## src/rtl/csi2tx_comp_byte_packer.sv

```systemverilog
// Packs 6/7/8-bit compressed codes MSB-first into a CSI-2 RAW6/7/8 byte stream
// with zero padding of the final partial byte of each line.
module csi2tx_comp_byte_packer #(
  parameter int unsigned ACC_W = 16
) (
  input  logic       sensor_clk,
  input  logic       sys_rst_n,
  input  logic       enable,
  input  logic [4:0] comp_scheme,
  input  logic [7:0] enc_data,
  input  logic       enc_valid,
  input  logic       enc_last,
  output logic       enc_ready,
  output logic [7:0] byte_data,
  output logic       byte_valid,
  output logic       byte_last,
  input  logic       byte_ready,
  output logic       pad_err
);

  localparam int unsigned FILL_W = $clog2(ACC_W + 1);
  localparam logic [FILL_W-1:0] FILL_BYTE = FILL_W'(8);

  typedef enum logic [1:0] {IDLE, ACTIVE, FLUSH} state_e;

  function automatic logic [3:0] decode_width(input logic [4:0] scheme);
    logic [3:0] w;
    case (scheme)
      5'd2, 5'd5: w = 4'd7;
      5'd3, 5'd6: w = 4'd6;
      default:    w = 4'd8;
    endcase
    return w;
  endfunction

  state_e            state_q, state_d;
  logic [ACC_W-1:0]  acc_q, acc_d;
  logic [FILL_W-1:0] fill_q, fill_d;
  logic [3:0]        width_q, width_d;
  logic              enc_ready_q, enc_ready_d;
  logic [7:0]        byte_data_q, byte_data_d;
  logic              byte_valid_q, byte_valid_d;
  logic              byte_last_q, byte_last_d;
  logic              pad_err_q, pad_err_d;

  logic [3:0]        width_now;
  logic [3:0]        code_shift;
  logic [7:0]        code_left;
  logic              push, pop, padded, last_pop;
  logic [ACC_W-1:0]  acc_after_pop;
  logic [FILL_W-1:0] fill_after_pop;

  always_comb begin
    // NOTE: every always_comb output gets a default first so no path leaves a latch.
    state_d      = state_q;
    acc_d        = acc_q;
    fill_d       = fill_q;
    width_d      = width_q;
    enc_ready_d  = enc_ready_q;
    byte_data_d  = byte_data_q;
    byte_valid_d = byte_valid_q;
    byte_last_d  = byte_last_q;
    pad_err_d    = 1'b0;

    // The first code of a line uses the live scheme; the rest use the latched width.
    width_now  = (state_q == IDLE) ? decode_width(comp_scheme) : width_q;
    code_shift = 4'd8 - width_now;
    code_left  = (enc_data & (8'hFF >> code_shift)) << code_shift;

    push     = enable & enc_valid & enc_ready_q;
    pop      = enable & (~byte_valid_q | byte_ready) &
               ((fill_q >= FILL_BYTE) | ((state_q == FLUSH) & (fill_q != '0)));
    padded   = pop & (state_q == FLUSH) & (fill_q < FILL_BYTE);
    last_pop = pop & (state_q == FLUSH) & (fill_q <= FILL_BYTE);

    acc_after_pop  = pop ? (acc_q << 8) : acc_q;
    fill_after_pop = pop ? ((fill_q >= FILL_BYTE) ? (fill_q - FILL_BYTE) : '0) : fill_q;

    if (enable && byte_valid_q && byte_ready) begin
      byte_valid_d = 1'b0;
      byte_last_d  = 1'b0;
    end

    if (pop) begin
      // Bits below fill are always zero, so a short residual comes out already padded.
      byte_data_d  = acc_q[ACC_W-1 -: 8];
      byte_valid_d = 1'b1;
      byte_last_d  = last_pop;
      pad_err_d    = padded;
    end

    acc_d  = acc_after_pop;
    fill_d = fill_after_pop;
    if (push) begin
      acc_d  = acc_after_pop | ({code_left, {(ACC_W-8){1'b0}}} >> fill_after_pop);
      fill_d = fill_after_pop + FILL_W'(width_now);
    end

    case (state_q)
      IDLE: begin
        if (push) begin
          width_d = width_now;
          state_d = enc_last ? FLUSH : ACTIVE;
        end
      end
      ACTIVE: begin
        if (push && enc_last) state_d = FLUSH;
      end
      FLUSH: begin
        if (enable && byte_valid_q && byte_ready && byte_last_q) state_d = IDLE;
      end
      default: state_d = IDLE;
    endcase

    if (enable) enc_ready_d = (state_d != FLUSH) && (fill_d <= FILL_BYTE);
  end

  always_ff @(posedge sensor_clk or negedge sys_rst_n) begin
    if (!sys_rst_n) begin
      state_q      <= IDLE;
      acc_q        <= '0;
      fill_q       <= '0;
      width_q      <= 4'd8;
      enc_ready_q  <= 1'b0;
      byte_data_q  <= '0;
      byte_valid_q <= 1'b0;
      byte_last_q  <= 1'b0;
      pad_err_q    <= 1'b0;
    end else begin
      // NOTE: state registers use non-blocking assignments so all flops update together.
      state_q      <= state_d;
      acc_q        <= acc_d;
      fill_q       <= fill_d;
      width_q      <= width_d;
      enc_ready_q  <= enc_ready_d;
      byte_data_q  <= byte_data_d;
      byte_valid_q <= byte_valid_d;
      byte_last_q  <= byte_last_d;
      pad_err_q    <= pad_err_d;
    end
  end

  assign enc_ready  = enc_ready_q;
  assign byte_data  = byte_data_q;
  assign byte_valid = byte_valid_q;
  assign byte_last  = byte_last_q;
  assign pad_err    = pad_err_q;

endmodule

```

## config.mk

```make
export PLATFORM = sky130hd
export DESIGN_NAME = csi2tx_comp_byte_packer
export DESIGN_NICKNAME = d
export VERILOG_FILES = /design/src/rtl/csi2tx_comp_byte_packer.sv
export SDC_FILE = /design/constraint.sdc
export NUM_CORES = 1
export LEC_CHECK = 0
export BUFFER_PORTS_ARGS = -buffer_cell sky130_fd_sc_hd__buf_2
export CAP_MARGIN = 0
export CORE_MARGIN = 4
export CORE_UTILIZATION = 59
export DETAILED_ROUTE_END_ITERATION = 8
export GPL_TIMING_DRIVEN = 0
export PLACE_DENSITY = 0.83
export SYNTH_ARGS = -nofsm -noshare
export SYNTH_HDL_FRONTEND = slang
export SYNTH_SLANG_ARGS = --single-unit
```

## constraint.sdc

```tcl
create_clock -name sensor_clk -period 4.2 [get_ports sensor_clk]
set_clock_uncertainty 0.15 [all_clocks]
set_input_delay 0 -clock sensor_clk [delete_from_list [all_inputs] [get_ports sensor_clk]]
set_output_delay 0 -clock sensor_clk [all_outputs]
set_load 0.05 [all_outputs]
```

==> results.md <==
* Antenna violations before repair at 0
* CP startpoint kind: flop
* Worst setup endpoint: acc_q[9]
* Fin. Hold Viols at 0
* Core Util, Final at 70.5%
* Slew Limit Headroom at between 40 and 50%
* Root Driver: clkbuf_8
* FF-to-FF End: acc_q[9]
* Residual DRC at 0
* Cell row count at 25
* Design Area, Final at approximately 3300 um2
* Maximum clock rate at between 0.2 and 0.3 GHz
* Final nets at between 400 and 500
* CTS buffer count at 5
* Peak VDD IR at about 0.3 mV
* Power per cell area at around 800 nW/um2
* Crit Path Max Fanout at 10
* Clock latency on the worst-skew pair at ~0.29 ns
* Area Overhead vs Synth at 15.1%
* Post-synth top cells: nand2_1 (70), dfrtp_1 (38), nor2_1 (32), o21ai_0 (14)
* Worst EP arrival at around 3.9 ns
* Vias in the first global route at 2637
* Synth top area cells: dfrtp_1 (33%), nand2_1 (9.1%), nor2_1 (4.1%)
* Share of cells above drive strength 1 at between 15 and 20%
* I/O pins at 31
* Netlist cell types at 75
* Slew Viols, Final at 0
* Starting Density at a little over 60%
* Synth Flop Type: dfrtp_1
* Cells on worst reg2reg path at 14
* Seq cells post-synth at 39
* Total GRT Usage at 23.4%
* Area after DPL at about 3100 um2
* Final ANT Viol Nets at 0
* CP Class: reg2reg
* Worst path cell trace: buf_6, nor4_4, o21a_1, a21oi_1, ha_2, clkinv_2, nand2_1, a22oi_1, o311ai_1, o21ai_1, a32oi_1, nor2_1, nor4_2, o22ai_1
* Min-Delay Path Class: in2reg
* Worst-path clk slew at roughly 0.07 ns
* Via density at 6.06
* Register area share after synthesis at 33.8%
* Port Buf Inserts at 29
* Min Tclk post-route at around 3.9 ns
* Syn Area/Cell at 8.20 um2
* Area share of the largest cell type after synthesis at 32.8%
* Maximum clock path buffer count at 2
* Max-cap violations at 0
* First-pass GRT wire length at 11800 um
* Post-CTS Setup Bufs at 0
* R2r setup slk at 0.31 ns
* CTS tree: done
* CP Capture Type: flop
* Ys Warns at 0
* Slowest stage delay, CP at 0.50 ns
* Power Total at roughly 2.7 mW
* Ys async rst share at 100%
* FF-to-FF Start: state_q[1]
* Hpwl dp at just over 5000 um
* Setup crit start: state_q[1]
* Pleak at 1.55 nW
* Number of synthesized flops with an enable pin at 0
* Total gr overflow at 0
* CTS Sinks at 39
* CP max-delay cell: ha_2
* Worst slew pin tran at ~0.83 ns
* Mapped Nets at 381
* Initial DRC Count at 157
* Outcome: finished, final reports clean
* Tcrit/Tclk final at around 93%
* Vert. Die Dim at about 80 um
* Die width at between 70 and 80 um
* Post-Route WL at 6930 um
* Total core area at about 4700 um2
* Die area at roughly 6000 um2
* CP Data Required Time at 4.21 ns
* RePlAce Congestion at between 0.9 and 1
* Top-count cell post-synth: nand2_1
* DR pass1 iterations at 5
* RSZ-0062 raised after global routing: no
* Cells after synthesis at 353
* Via count at between 2000 and 3000
* Synth Cell Area at between 2000 and 3000 um2
* Max H-tree Level at 2
* # diodes at 0
* Largest net degree at the start of global routing at 40
* DR WL/cell at roughly 15 um
* Final number of setup-violating endpoints at 0
* Synth area leader: dfrtp_1
==> worst min path at each step <==
stage	endpoint	start	cells after the start
after global routing	acc_q[2]	enc_data[0]	4
after CTS	acc_q[2]	enc_data[0]	4
final	acc_q[2]	enc_data[0]	4
after floorplan	acc_q[0]	sys_rst_n	0
after detailed placement	byte_last	sys_rst_n	1
after global placement	byte_last	sys_rst_n	1
==> per-stage QoR <==
stage	cells	setup TNS, ns	worst slack, ns	hold WS (ns)
after floorplan	353	0	0.610	-0.446
after global placement	449	-0.127	-0.0514	-0.00369
after detailed placement	449	-0.160	-0.0657	-0.000428
after CTS	466	0	0.0178	0.140
after global routing	465	0	0.0382	0.221
final	465	0	0.307	0.171
==> per-layer routing <==
layer	global-route usage, %	share of wire, %	vias up
met5	0	0	-
met1	28.9	45	1309
met3	3.21	4.9	13
met4	7.87	1.6	0
li1	-	-	1393
met2	42.0	48	101
==> worst max-delay path: cells and delay by family (launching register included) <==
family	cells	cell delay (ns)
flops	1	0.38
compound gates	7	1.44
simple gates	4	0.98
buf+inv	2	0.31
fa+ha+maj	1	0.50
==> area by class of cell <==
type | instances | area, um2
clock buffer | 6 | 82.6
multi-input combinational | 285 | 1790
sequential | 39 | 977
buffer | 15 | 73.8
inverter | 13 | 52.6
tap | 67 | 83.8
fill | 375 | 1390
clock inverter | 2 | 35.0
timing repair buffer | 38 | 235
==> kinds of logic after synthesis <==
logic type	Yosys count	synth area share [%]
flops	39	33.8
mux	10	3.67
xor+xnor	4	1.21
buf+inv	29	4.45
fa+ha+maj	9	4.15
simple gates	151	25.3
compound gates	111	27.5
==> cell usage in the layout (no fill, tap or decap), drive strengths merged, types with 5 or more instances in the layout <==
cell,instances
a21o,6
a21oi,11
a31o,6
a31oi,7
buf,34
clkbuf,16
dfrtp,38
dlygate4sd3,9
ha,8
inv,10
mux2i,8
nand2,71
nand3,12
nand4,5
nor2,33
nor3,7
nor4,8
o21a,6
o21ai,26
o22ai,7
o31ai,5
==> flip-flops by register name (all words and copies together) (netlist names) <==
register and count:
acc_q 16, byte_data 8, byte_last 1, byte_valid 1, enc_ready 1, fill_q 5
pad_err 1, state_q 2, width_q 4
==> report_power, final <==
part | internal (mW) | switching, mW
sequential | 0.537 | 0.109
clock | 0.192 | 0.124
combinational | 0.593 | 1.13
total | 1.32 | 1.36
==> what timing repair did <==
action / CTS / global route
pin swaps: 0 / 1
cloned: 0 / 0
resized for setup: 1 / 1
hold buffers: 9 / 0
hold endpoints to repair: 48 / 0
setup endpoints to repair: 4 / 13
(Power assumes the default switching activity.)
